==> src/rtl/freq_ratio_meter_pkg.sv <==
// Shared types and constants for the frequency/duty meter.
package freq_meas_pkg;
  typedef enum logic {
    IDLE    = 1'b0,
    MEASURE = 1'b1
  } state_t;

  localparam int SYNC_DEPTH = 2;
  localparam int MIN_PERIOD = 2;
endpackage

==> src/rtl/freq_ratio_meter_if.sv <==
// Control and result bundle between the meter and its user.
interface freq_ratio_meter_if #(
  parameter int CNT_W = 8
);
  logic             en;
  logic             sig_in;
  logic [CNT_W-1:0] period;
  logic [CNT_W-1:0] high_time;
  logic             meas_valid;
  logic             locked;
  logic             overflow;

  modport master (
    output en, sig_in,
    input  period, high_time, meas_valid, locked, overflow
  );

  modport slave (
    input  en, sig_in,
    output period, high_time, meas_valid, locked, overflow
  );
endinterface

==> src/rtl/freq_ratio_meter_sync_rise_det.sv <==
// Brings the asynchronous input into clk and flags its rising edge.
module sync_rise_det
  import freq_meas_pkg::*;
(
  input  logic clk,
  input  logic rst,
  input  logic d,
  output logic s2,
  output logic rise
);
  logic [SYNC_DEPTH-1:0] sync_q, sync_d;
  logic                  s3_q, s3_d;

  always_comb begin
    sync_d = {sync_q[SYNC_DEPTH-2:0], d};
    s3_d   = sync_q[SYNC_DEPTH-1];
  end

  always_ff @(posedge clk) begin
    if (rst) begin
      sync_q <= '0;
      s3_q   <= 1'b0;
    end else begin
      sync_q <= sync_d;
      s3_q   <= s3_d;
    end
  end

  assign s2   = sync_q[SYNC_DEPTH-1];
  assign rise = s2 & ~s3_q;
endmodule

==> src/rtl/freq_ratio_meter.sv <==
// Measures period and high time of a slow input in clk cycles and flags lock.
// state   | meaning
// IDLE    | waiting for an arming rise (or disabled / after overflow)
// MEASURE | counting cycles since the last rise
module freq_ratio_meter
  import freq_meas_pkg::*;
#(
  parameter int CNT_W    = 8,
  parameter int LOCK_CNT = 4
) (
  input  logic             clk,
  input  logic             rst,
  freq_ratio_meter_if.slave bus
);
  localparam int MATCH_W = $clog2(LOCK_CNT + 1);
  localparam logic [CNT_W-1:0]   CNT_ONE    = CNT_W'(1);
  localparam logic [CNT_W-1:0]   CNT_MAX    = '1;
  localparam logic [MATCH_W-1:0] MATCH_ONE  = MATCH_W'(1);
  localparam logic [MATCH_W-1:0] MATCH_FULL = MATCH_W'(LOCK_CNT);

  logic s2, rise;

  state_t             state_q, state_d;
  logic [CNT_W-1:0]   cnt_q, cnt_d, hcnt_q, hcnt_d;
  logic [CNT_W-1:0]   period_q, period_d, high_time_q, high_time_d;
  logic [MATCH_W-1:0] match_q, match_d, match_nxt;
  logic               meas_valid_q, meas_valid_d;
  logic               locked_q, locked_d, overflow_q, overflow_d;

  sync_rise_det u_sync (
    .clk  (clk),
    .rst  (rst),
    .d    (bus.sig_in),
    .s2   (s2),
    .rise (rise)
  );

  always_comb begin
    state_d      = state_q;
    cnt_d        = cnt_q;
    hcnt_d       = hcnt_q;
    period_d     = period_q;
    high_time_d  = high_time_q;
    match_d      = match_q;
    match_nxt    = '0;
    meas_valid_d = 1'b0;
    locked_d     = locked_q;
    overflow_d   = overflow_q;

    if (!bus.en) begin
      state_d  = IDLE;
      locked_d = 1'b0;
      match_d  = '0;
    end else begin
      case (state_q)
        IDLE: begin
          if (rise) begin
            state_d = MEASURE;
            cnt_d   = CNT_ONE;
            hcnt_d  = CNT_ONE;
          end
        end
        MEASURE: begin
          // A rise beats saturation: the count is still a valid period.
          if (rise) begin
            period_d     = cnt_q;
            high_time_d  = hcnt_q;
            meas_valid_d = 1'b1;
            overflow_d   = 1'b0;
            cnt_d        = CNT_ONE;
            hcnt_d       = CNT_ONE;
            if (match_q == '0)
              match_nxt = MATCH_ONE;
            else if (cnt_q == period_q)
              match_nxt = (match_q == MATCH_FULL) ? match_q : match_q + MATCH_ONE;
            else
              match_nxt = MATCH_ONE;
            match_d  = match_nxt;
            locked_d = (match_nxt == MATCH_FULL);
          end else if (cnt_q == CNT_MAX) begin
            overflow_d = 1'b1;
            locked_d   = 1'b0;
            match_d    = '0;
            state_d    = IDLE;
          end else begin
            cnt_d = cnt_q + CNT_ONE;
            if (s2) hcnt_d = hcnt_q + CNT_ONE;
          end
        end
        default: state_d = IDLE;
      endcase
    end
  end

  always_ff @(posedge clk) begin
    if (rst) begin
      state_q      <= IDLE;
      cnt_q        <= '0;
      hcnt_q       <= '0;
      period_q     <= '0;
      high_time_q  <= '0;
      match_q      <= '0;
      meas_valid_q <= 1'b0;
      locked_q     <= 1'b0;
      overflow_q   <= 1'b0;
    end else begin
      state_q      <= state_d;
      cnt_q        <= cnt_d;
      hcnt_q       <= hcnt_d;
      period_q     <= period_d;
      high_time_q  <= high_time_d;
      match_q      <= match_d;
      meas_valid_q <= meas_valid_d;
      locked_q     <= locked_d;
      overflow_q   <= overflow_d;
    end
  end

  assign bus.period     = period_q;
  assign bus.high_time  = high_time_q;
  assign bus.meas_valid = meas_valid_q;
  assign bus.locked     = locked_q;
  assign bus.overflow   = overflow_q;
endmodule

==> src/flat_wrapper.sv <==
// flat-port wrapper written by rule: the top's interface ports become plain ports
module freq_ratio_meter_flat import freq_meas_pkg::*;
#(
  parameter int CNT_W    = 8,
  parameter int LOCK_CNT = 4
)
  (clk, rst, bus_en, bus_sig_in, bus_period, bus_high_time, bus_meas_valid, bus_locked, bus_overflow);
  freq_ratio_meter_if #(.CNT_W(CNT_W)) bus_i ();
  input  logic clk;
  input  logic rst;
  input wire logic [$bits(bus_i.en)-1:0] bus_en;
  input wire logic [$bits(bus_i.sig_in)-1:0] bus_sig_in;
  output wire logic [$bits(bus_i.period)-1:0] bus_period;
  output wire logic [$bits(bus_i.high_time)-1:0] bus_high_time;
  output wire logic [$bits(bus_i.meas_valid)-1:0] bus_meas_valid;
  output wire logic [$bits(bus_i.locked)-1:0] bus_locked;
  output wire logic [$bits(bus_i.overflow)-1:0] bus_overflow;
  assign bus_i.en = bus_en;
  assign bus_i.sig_in = bus_sig_in;
  assign bus_period = bus_i.period;
  assign bus_high_time = bus_i.high_time;
  assign bus_meas_valid = bus_i.meas_valid;
  assign bus_locked = bus_i.locked;
  assign bus_overflow = bus_i.overflow;
  freq_ratio_meter #(.CNT_W(CNT_W), .LOCK_CNT(LOCK_CNT)) u_core (.clk(clk), .rst(rst), .bus(bus_i));
endmodule
==> config.mk <==
export PLATFORM = sky130hd
export DESIGN_NAME = freq_ratio_meter_flat
export DESIGN_NICKNAME = d
export VERILOG_FILES = /design/src/rtl/freq_ratio_meter_pkg.sv /design/src/rtl/freq_ratio_meter_if.sv /design/src/rtl/freq_ratio_meter_sync_rise_det.sv /design/src/rtl/freq_ratio_meter.sv /design/src/flat_wrapper.sv
export SDC_FILE = /design/constraint.sdc
export NUM_CORES = 1
export LEC_CHECK = 0
export CORE_MARGIN = 4
export CORE_UTILIZATION = 45
export CTS_CLUSTER_SIZE = 28
export DETAILED_ROUTE_END_ITERATION = 6
export PLACE_DENSITY = 0.72
export SETUP_SLACK_MARGIN = 0.5
export SLEW_MARGIN = 20
export SYNTH_ARGS = -nofsm -noshare
export SYNTH_HDL_FRONTEND = slang
export SYNTH_SLANG_ARGS = --single-unit
export TNS_END_PERCENT = 30
==> constraint.sdc <==
create_clock -name clk -period 2.4 [get_ports clk]
set_input_delay 0.72 -clock clk [delete_from_list [all_inputs] [get_ports clk]]
set_output_delay 0.72 -clock clk [all_outputs]
set_load 0.01 [all_outputs]
==> out/qor.yml, run 1 <==
floorplan:
  rows: 23
  fp.dieArea_um2: 5520
  start_util_pct: 48.1
  die_x_um: 74.3
  die_y_um: 74.3
  core_area_um2: 4120
  io-pin-count: 23
cts:
  numCtsBuffers: 5
  cts.htree.levels: 2
  cts.reportedPaths.clkPinSlew_ns: 0.08
  clock-sinks: 42
  cts_root_buffer: "clkbuf_8"
  tritoncts: "yes"
  cts_hold_buf: 0
  cts_buffer_depth: 2
  insertion_delay_ns: 0.29
pwr:
  p_leak_uw: 0.00102
  ir_worst_vdd_mv: 0.371
  power_density_nw_per_um2: 586
critical_path:
  startpoint_type: "flip-flop"
  cp.arrival_ns: 1.22
  cp.required_ns: 1.68
  crit_family: "buffers and inverters"
  crit_chain: "clkdlybuf4s50_1"
  cp_slowest_cell: "clkdlybuf4s50_1"
  crit_buf_inv: 1
  critPathKind: "reg2out"
  path_max_fanout: 3
  crit_path_max_incr_delay_ns: 0.55
  r2r_slack_ns: 0.60
  cp-end-kind: "output pin"
detailed_routing:
  first_pass_iters: 4
  wl_per_cell_um: 15.3
  ant_nets: 0
  vias: 1689
  avgViaCountPerCell: 5.82
  drt_iter0_markers: 106
  drc_errors: 0
  postRouteWirelength_um: 4430
finish:
  diodes: 0
  fin_cells: 290
  drive_above_1_share_pct: 13.8
  final_nets: 247
  area_delta_synth_final_pct: 23.4
synth:
  synthMuxAreaShare_pct: 2.53
  synthAdderAreaFrac_pct: 2.53
  synth-compound-area-share_pct: 23.8
  async_flop_share_pct: 0
  synth.area.top_cells: "dfxtp_1 (43%), a22o_1 (7.5%), nand2_1 (4.4%), a21oi_1 (3.8%), xor2_1 (3.5%)"
  synth-seq-cells: 42
  synth_top_family_by_area: "compound AO/OA/AOI/OAI gates"
  ys_seq_area_share_pct: 42.5
  synth_edf_count: 0
  yosys.area.top_type: "dfxtp_1"
  netlist_instances: 210
  synth_area_um2: 1980
  synth_common_cells: "dfxtp_1 (42), nand2_1 (23), a22o_1 (17)"
  syn_area_per_cell_um2: 9.42
  synth_top_cell_area_share_pct: 42.5
  syn_nets: 218
  synth.most_common_cell: "dfxtp_1"
  ys.flop_type: "dfxtp_1"
  ys_warn_count: 0
  ys_types: 46
  synth_xor_area_share_pct: 3.98
  yosys.area_share.simple_pct: 19.5
status:
  status: "finished, final reports clean"
placed_design:
  routabilityCongestion: 0.791
  dp.cells: 281
  detailed_place_hpwl_um: 3110
  port_buffers: 22
timing:
  period_share_pct: 80.7
  slew_headroom_pct: 54.3
  slew_viol_final: 0
  final.setup.tns_ns: 0
  max_slew.worst_pin.slew_ns: 0.679
  min_period_ns: 1.94
  setup_viol_count_final: 0
  fmax_ghz: 0.516
  hold_viol_final: 0
  fin_skew_ns: 0.00515
  grt_setup_unrepaired: "yes"
grt:
  first_global_vias: 1598
  grt_max_degree: 19
  grt_pass1_wl_um: 7450
  grt_usage_pct: 17.2
  antenna_found_initial: 0
  grt_overflow: 0
min_path:
  hp-class: "reg2reg"
job:
  maxCapViolCount: 0
state kept, by name (all words and copies together) (netlist names), 2 cells and up:
signal / cells
u_core.bus.period: 8
u_core.hcnt_q: 8
u_core.cnt_q: 8
u_core.u_sync.sync_q: 2
u_core.match_q: 3
u_core.bus.high_time: 8
final cells by class:
cell class / count / area (um2)
Sequential cell: 42 / 842
Clock buffer: 5 / 68.8
Timing Repair Buffer: 33 / 317
Inverter: 8 / 30.0
Tap cell: 50 / 62.6
Clock inverter: 3 / 68.8
Fill cell: 380 / 1670
Multi-Input combinational cell: 149 / 1050
routing by layer:
metal	vias to the layer above	track usage, %	wire length, um
li1	846	-	-
met1	795	23.7	2120
met2	41	26.5	2050
met3	7	3.51	201
met4	0	6.92	55
met5	-	0	0
report_power, final:
group	internal [uW]	switching [uW]	total [uW]
clock	417	253	670
sequential	700	5.60	706
combinational	22.8	33.1	55.9
worst paths after layout:
path,from,endpoint,cells after the start
max,u_core.bus.period[7],bus_period[7],1
min,u_core.u_sync.sync_q[0],u_core.u_sync.sync_q[1],1
max reg2reg,u_core.cnt_q[2],u_core.match_q[0],4
min reg2reg,u_core.u_sync.sync_q[0],u_core.u_sync.sync_q[1],1
stage by stage:
stage	utilization, %	area [um2]	total power, uW	hold slack [ns]	setup slack (ns)
final	59.3	2440	1430	0.443	0.463
after detailed placement	55.0	2260	776	0.430	0.0830
after global placement	55.0	2260	775	0.420	0.0829
after floorplan	-	1980	753	0.414	0.541
after global routing	59.3	2440	1480	0.464	0.429
after CTS	58.7	2410	1440	0.450	0.407
layout by cell type (no fill, tap or decap), drive strengths merged, types with 2 or more instances in the layout:
cell,instances
a21oi,15
nor2,7
o31ai,3
nand3,9
bufinv,2
a22o,17
mux2i,5
clkdlybuf4s50,15
xor2,8
and4,3
a31oi,6
dfxtp,42
nand4,3
o2111ai,2
nand2,23
nor4,2
a2111o,2
a41oi,2
inv,8
a21o,2
clkbuf,5
nand2b,3
o21ai,5
nor2b,4
or3,2
dlymetal6s2s,6
nor3,2
or4,2
ha,4
buf,11
and3,5
repair_timing:
action / 4_1_cts / 5_1_grt
buffers inserted: 1 / 0
gates resized for setup: 4 / 11
pin swaps: 1 / 0
endpoints found under the setup margin: 38 / 32
logic make-up (layout without fill, tap and decap cells):
logic type | Yosys count | after routing
muxes | 5 | 5
buffers and inverters | 19 | 49
AOI/OAI and AO/OA | 62 | 62
xor gates and xnor gates | 9 | 9
and+or+nand+nor | 69 | 69
DFF | 42 | 42
adders and majority gates | 4 | 4
(Power assumes the default switching activity.)
==> run 2, diff against run 1 <==
clock period = 1.8 ns   (was 2.4 ns; I/O delays follow)
==> run 2 against run 1 <==
Final area grew 16%. Wire length grew 14%. Cell count grew 9.7%. Sequential power grew 32%. Via count grew 11%. Critical path depth grew 5. Utilization grew 9.2 points. Largest power group unchanged.
==> out/qor.yml, run 2 (same netlist as run 1, synthesis figures left out) <==
status:
  status: "finished, final reports clean"
cts:
  cts_buffer_depth: 2
  insertion_delay_ns: 0.30
  cts_hold_buf: 0
  cts.reportedPaths.clkPinSlew_ns: 0.07
  cts.htree.levels: 2
  numCtsBuffers: 5
  tritoncts: "yes"
  cts_root_buffer: "clkbuf_8"
  clock-sinks: 42
timing:
  final.setup.tns_ns: 0
  slew_viol_final: 0
  min_period_ns: 1.63
  max_slew.worst_pin.slew_ns: 0.360
  fin_skew_ns: 0.00650
  hold_viol_final: 0
  slew_headroom_pct: 76.0
  fmax_ghz: 0.614
  period_share_pct: 90.5
  fin_hold_ws_ns: 0.442
  setup_viol_count_final: 0
  grt_setup_unrepaired: "yes"
grt:
  grt_max_degree: 18
  first_global_vias: 1670
  grt_pass1_wl_um: 7810
  antenna_found_initial: 0
  grt_overflow: 0
  grt_usage_pct: 18.6
floorplan:
  start_util_pct: 48.1
  die_y_um: 74.3
  io-pin-count: 23
  core_area_um2: 4120
  rows: 23
  fp.dieArea_um2: 5520
  die_x_um: 74.3
detailed_routing:
  drt_iter0_markers: 166
  postRouteWirelength_um: 5040
  drc_errors: 0
  vias: 1875
  avgViaCountPerCell: 5.90
  wl_per_cell_um: 15.9
  first_pass_iters: 5
  ant_nets: 0
critical_path:
  crit_path_max_incr_delay_ns: 0.37
  crit_chain: "ha_4, and3_4, a2111oi_4, buf_4, a41oi_1, a31oi_1"
  crit_family: "compound AO/OA/AOI/OAI gates"
  path_max_fanout: 6
  cp.required_ns: 2.02
  cp.arrival_ns: 1.85
  crit_buf_inv: 1
  rr_startpoint: "u_core.cnt_q[0]"
  startpoint_type: "flip-flop"
  critPathKind: "reg2reg"
  startpoint: "u_core.cnt_q[0]"
  cp-end-kind: "flip-flop"
  cp_slowest_cell: "dfxtp_4"
placed_design:
  port_buffers: 22
  routabilityCongestion: 0.810
  detailed_place_hpwl_um: 3330
finish:
  nFillCells: 318
  area_delta_synth_final_pct: 42.6
  diodes: 0
  final_common_cell: "buf_4"
  final_nets: 275
  layout_common_cells: "buf_4 (31), dfxtp_1 (24), nand2_1 (22), a22o_1 (17), dlygate4sd2_1 (15)"
  drive_above_1_share_pct: 36.2
min_path:
  hp-start: "u_core.u_sync.sync_q[0]"
  hp-class: "reg2reg"
job:
  maxCapViolCount: 0
pwr:
  ir_worst_vdd_mv: 0.264
  p_leak_uw: 0.00118
  power_density_nw_per_um2: 578
## run 2: routing by layer
metal	GRT usage (%)	share of wire (%)	vias to the layer above
li1	-	-	900
met1	24.8	46	915
met2	28.1	47	53
met3	3.78	5.1	7
met4	10.1	1.3	0
met5	0	0	-
## run 2: path summary, 6_finish.rpt
path	cells past startpoint	slack [ns]	to
setup / recovery	6	0.17	u_core.hcnt_q[7]
hold / removal	1	0.44	u_core.u_sync.sync_q[1]
setup reg to reg	6	0.17	u_core.hcnt_q[7]
hold reg to reg	1	0.44	u_core.u_sync.sync_q[1]
## run 2: worst reg2reg max path, stage by stage (launching register included)
cell	delay, ns
dfxtp_4	0.37
ha_4	0.17
and3_4	0.19
a2111oi_4	0.29
buf_4	0.21
a41oi_1	0.14
a31oi_1	0.19
## run 2: through the flow
step	instance area (um2)	total power, uW	util (%)	cells	setup WS (ns)
2_1_floorplan	2080	1010	-	210	0.342
3_3_place_gp	2440	1050	59.4	295	-0.290
3_5_place_dp	2440	1050	59.4	295	-0.342
4_1_cts	2630	1630	63.9	309	0.253
5_1_grt	2820	1690	68.6	318	0.136
6_report	2820	1630	68.6	318	0.171
## run 2: layout make-up
class / instances / area (um2) / area share (%)
clock buffers: 8 / 80.1 / 2.84
flip-flops and latches: 42 / 878 / 31.1
well taps: 50 / 62.6 / 2.22
repair buffers: 61 / 556 / 19.7
multi-input cells: 149 / 1210 / 43.1
inverters: 8 / 30.0 / 1.06
## run 2: timing repair
item | CTS | global route
setup endpoints to repair | 58 | 57
buffers inserted | 6 | 7
pin swaps | 7 | 17
resized for setup | 64 | 24
cloned | 0 | 2
## run 2: report_power, final
group	internal, uW	switching (uW)	leakage (uW)
clock	275	302	0.0000395
sequential	926	6.28	0.000350
combinational	58.2	62.1	0.000791
==> RTL edit: new RTL, settings of run 1 <==
Make the reset (`rst`) asynchronous in 2 clocked blocks.
--- a/src/rtl/freq_ratio_meter_sync_rise_det.sv
+++ b/src/rtl/freq_ratio_meter_sync_rise_det.sv
@@ -17,5 +17,5 @@
   end
 
-  always_ff @(posedge clk) begin
+  always_ff @(posedge clk or posedge rst) begin
     if (rst) begin
       sync_q <= '0;
--- a/src/rtl/freq_ratio_meter.sv
+++ b/src/rtl/freq_ratio_meter.sv
@@ -93,5 +93,5 @@
   end
 
-  always_ff @(posedge clk) begin
+  always_ff @(posedge clk or posedge rst) begin
     if (rst) begin
       state_q      <= IDLE;
Behaviour: differs if rst is asserted again (counterexample within 10 cycles, from zero or initial values and one cycle with rst high); with rst held inactive, the same outputs for 10 cycles.
==> RTL edit against run 1 <==
Via count fell by 3.3%. Synthesized cell count increased by 2.4%. Sequential cell count did not move. Routed wire length shrank 4.4%. Hold slack worse by 91 ps. Worst setup slack improved by 8.8 ps. Design area is 0.46% higher. Utilization shrank 3.4 points. Area after synthesis rose by 4.2%. Sequential share of layout area up 8.4 points. Fmax is 0.45% higher. Critical endpoint is now bus_high_time[1]. Highest routed layer unchanged.
Power is not compared: it rests on default switching activity, and its combinational part moved more than twofold at a synthesized area within 25%.
==> RTL edit: results (changes against run 1) <==
- Outcome: finished clean (unchanged)
- YS warnings: 0 (unchanged)
- Post-DP HPWL: 2980 µm (was 3110 µm)
- Dpl cells: 287 (was 281)
- Mean Syn Cell Area: 9.58 µm² (was 9.42 µm²)
- Reg2reg start: u_core.cnt_q[0]$_DFFE_PP0P_ (was u_core.cnt_q[2]$_SDFFE_PP0P_)
- Synthesized net count: 223 (was 218)
- CP Launch Point: u_core.bus.high_time[1]$_DFFE_PP0P_ (was u_core.bus.period[7]$_SDFFE_PP0P_)
- GRT met1 Usage: 25.3% (was 23.7%)
- Setup bufs post-CTS: 0 (was 1)
- Initial drt markers: 117 (was 106)
- Leakage: 1.21 nW
- Worst path max stage delay: 550 ps (about the same)
- Slew @ Worst Pin: 515 ps (was 679 ps)
- End of the worst hold path: u_core.u_sync.sync_q[1]$_DFF_PP0_ (was u_core.u_sync.sync_q[1]$_SDFF_PP0_)
- Crit path to: bus_high_time[1] (was bus_period[7])
- Final Wtd Congestion: 0.878 (was 0.791)
- Routed Wire Length: 4230 µm (was 4430 µm)
- Root Driver: clkbuf_8 (unchanged)
- Post-CTS sizing: 6 (was 4)
- Global-route wire length before repair: 7470 µm (was 7450 µm)
- Post-synth top cells: nand2_1, dfrtp_1, o21ai_0 (was dfxtp_1, nand2_1, a22o_1, a21oi_1, nand3_1)
- GR met3 Demand/Resource: 5.94% (was 3.51%)
- Reg2reg end: u_core.hcnt_q[2]$_DFFE_PP0P_ (was u_core.match_q[0]$_SDFFE_PP0P_)
- Hold Path Depth: 0 (was 1)
- Nets: 250 (was 247)
- Hold Startpoint: u_core.u_sync.sync_q[0]$_DFF_PP0_ (was u_core.u_sync.sync_q[0]$_SDFF_PP0_)
- Largest net degree at the start of global routing: 43 (was 19)
- Tot GR Track Use: 17.4% (was 17.2%)
- Met2 Usage GRT: 24.7% (was 26.5%)
- Setup TNS: 0 ps (unchanged)
- Reg clk slew, reported paths: 80 ps (about the same)
- Clock Skew: 6.27 ps (was 5.15 ps)
- Asr flop ratio synth: 100% (was 0%)
- Antenna violations before repair: 0 (unchanged)
- Layout cells sized above 1: 9.05% (was 13.8%)
- Vias in the first global route: 1545 (was 1598)
- Vias: 1634 (was 1689)
- Flop-to-flop setup slack: 570 ps (was 600 ps)
- Post-synthesis sequential area ratio: 51.0% (was 42.5%)
- CTS buffer count: 5 (unchanged)
- Final hold slack: 352 ps (was 443 ps)
- R2R depth: 5 (was 4)
- CP max FO: 2 (was 3)
- Ys flop type: dfrtp_1 (was dfxtp_1)
- Finished Layout Cells: 295 (was 290)
- Library cells used by synthesis: 43 (was 46)
- Top post-synthesis cells by area: dfrtp_1, nand2_1, xnor2_1 (was dfxtp_1, a22o_1, nand2_1)
==> RTL edit: cell count changes after synthesis, moves of 5 or more <==
cell	run 1	this run
dfrtp_1	0	42
mux2i_1	5	0
o21ai_0	5	11
nand2_1	23	57
a22o_1	17	2
xor2_1	8	0
a21oi_1	15	3
dfxtp_1	42	0
xnor2_1	1	9
==> RTL edit: metal layers <==
metal | wire length (µm) | part of all wire [%] | up-vias
li1 | - | - | 813
met1 | 2030 | 48 | 774
met2 | 1870 | 44 | 39
met3 | 273 | 6.5 | 8
met4 | 55 | 1.3 | 0
met5 | 0 | 0 | -
==> RTL edit: cell type report <==
cell class,count,area [µm²]
Tap cell,52,65.1
Inverter,10,37.5
Clock buffer,7,76.3
Sequential cell,42,1050
Timing Repair Buffer,30,283
Clock inverter,1,30.0
Fill cell,410,1930
Multi-Input combinational cell,153,910
==> RTL edit: per-stage QoR <==
step	worst slack [ps]	power (mW)	instance area [µm²]	utilization (%)
finish	472	1.67	2450	55.9
global route	424	1.77	2450	55.9
CTS	441	1.68	2440	55.6
detailed placement	146	1.15	2340	53.4
global placement	178	1.14	2340	53.4
floorplan	653	1.03	2060	-
==> RTL edit: power breakdown <==
part           total [mW]  switching, mW  internal [mW]
logic               0.274          0.143          0.130
clock network       0.549          0.238          0.311
registers           0.849         0.0800          0.769
==> RTL edit: logic make-up (layout without fill, tap and decap cells) <==
group,after synthesis,in the layout,share of synthesized area [%]
AO/OA/AOI/OAI,46,46,16.3
XOR/XNOR,9,9,3.83
adder cells (fa/ha/maj),4,4,2.43
buffers and inverters,20,48,5.04
flip-flops,42,42,51.0
AND/OR/NAND/NOR,94,94,21.4
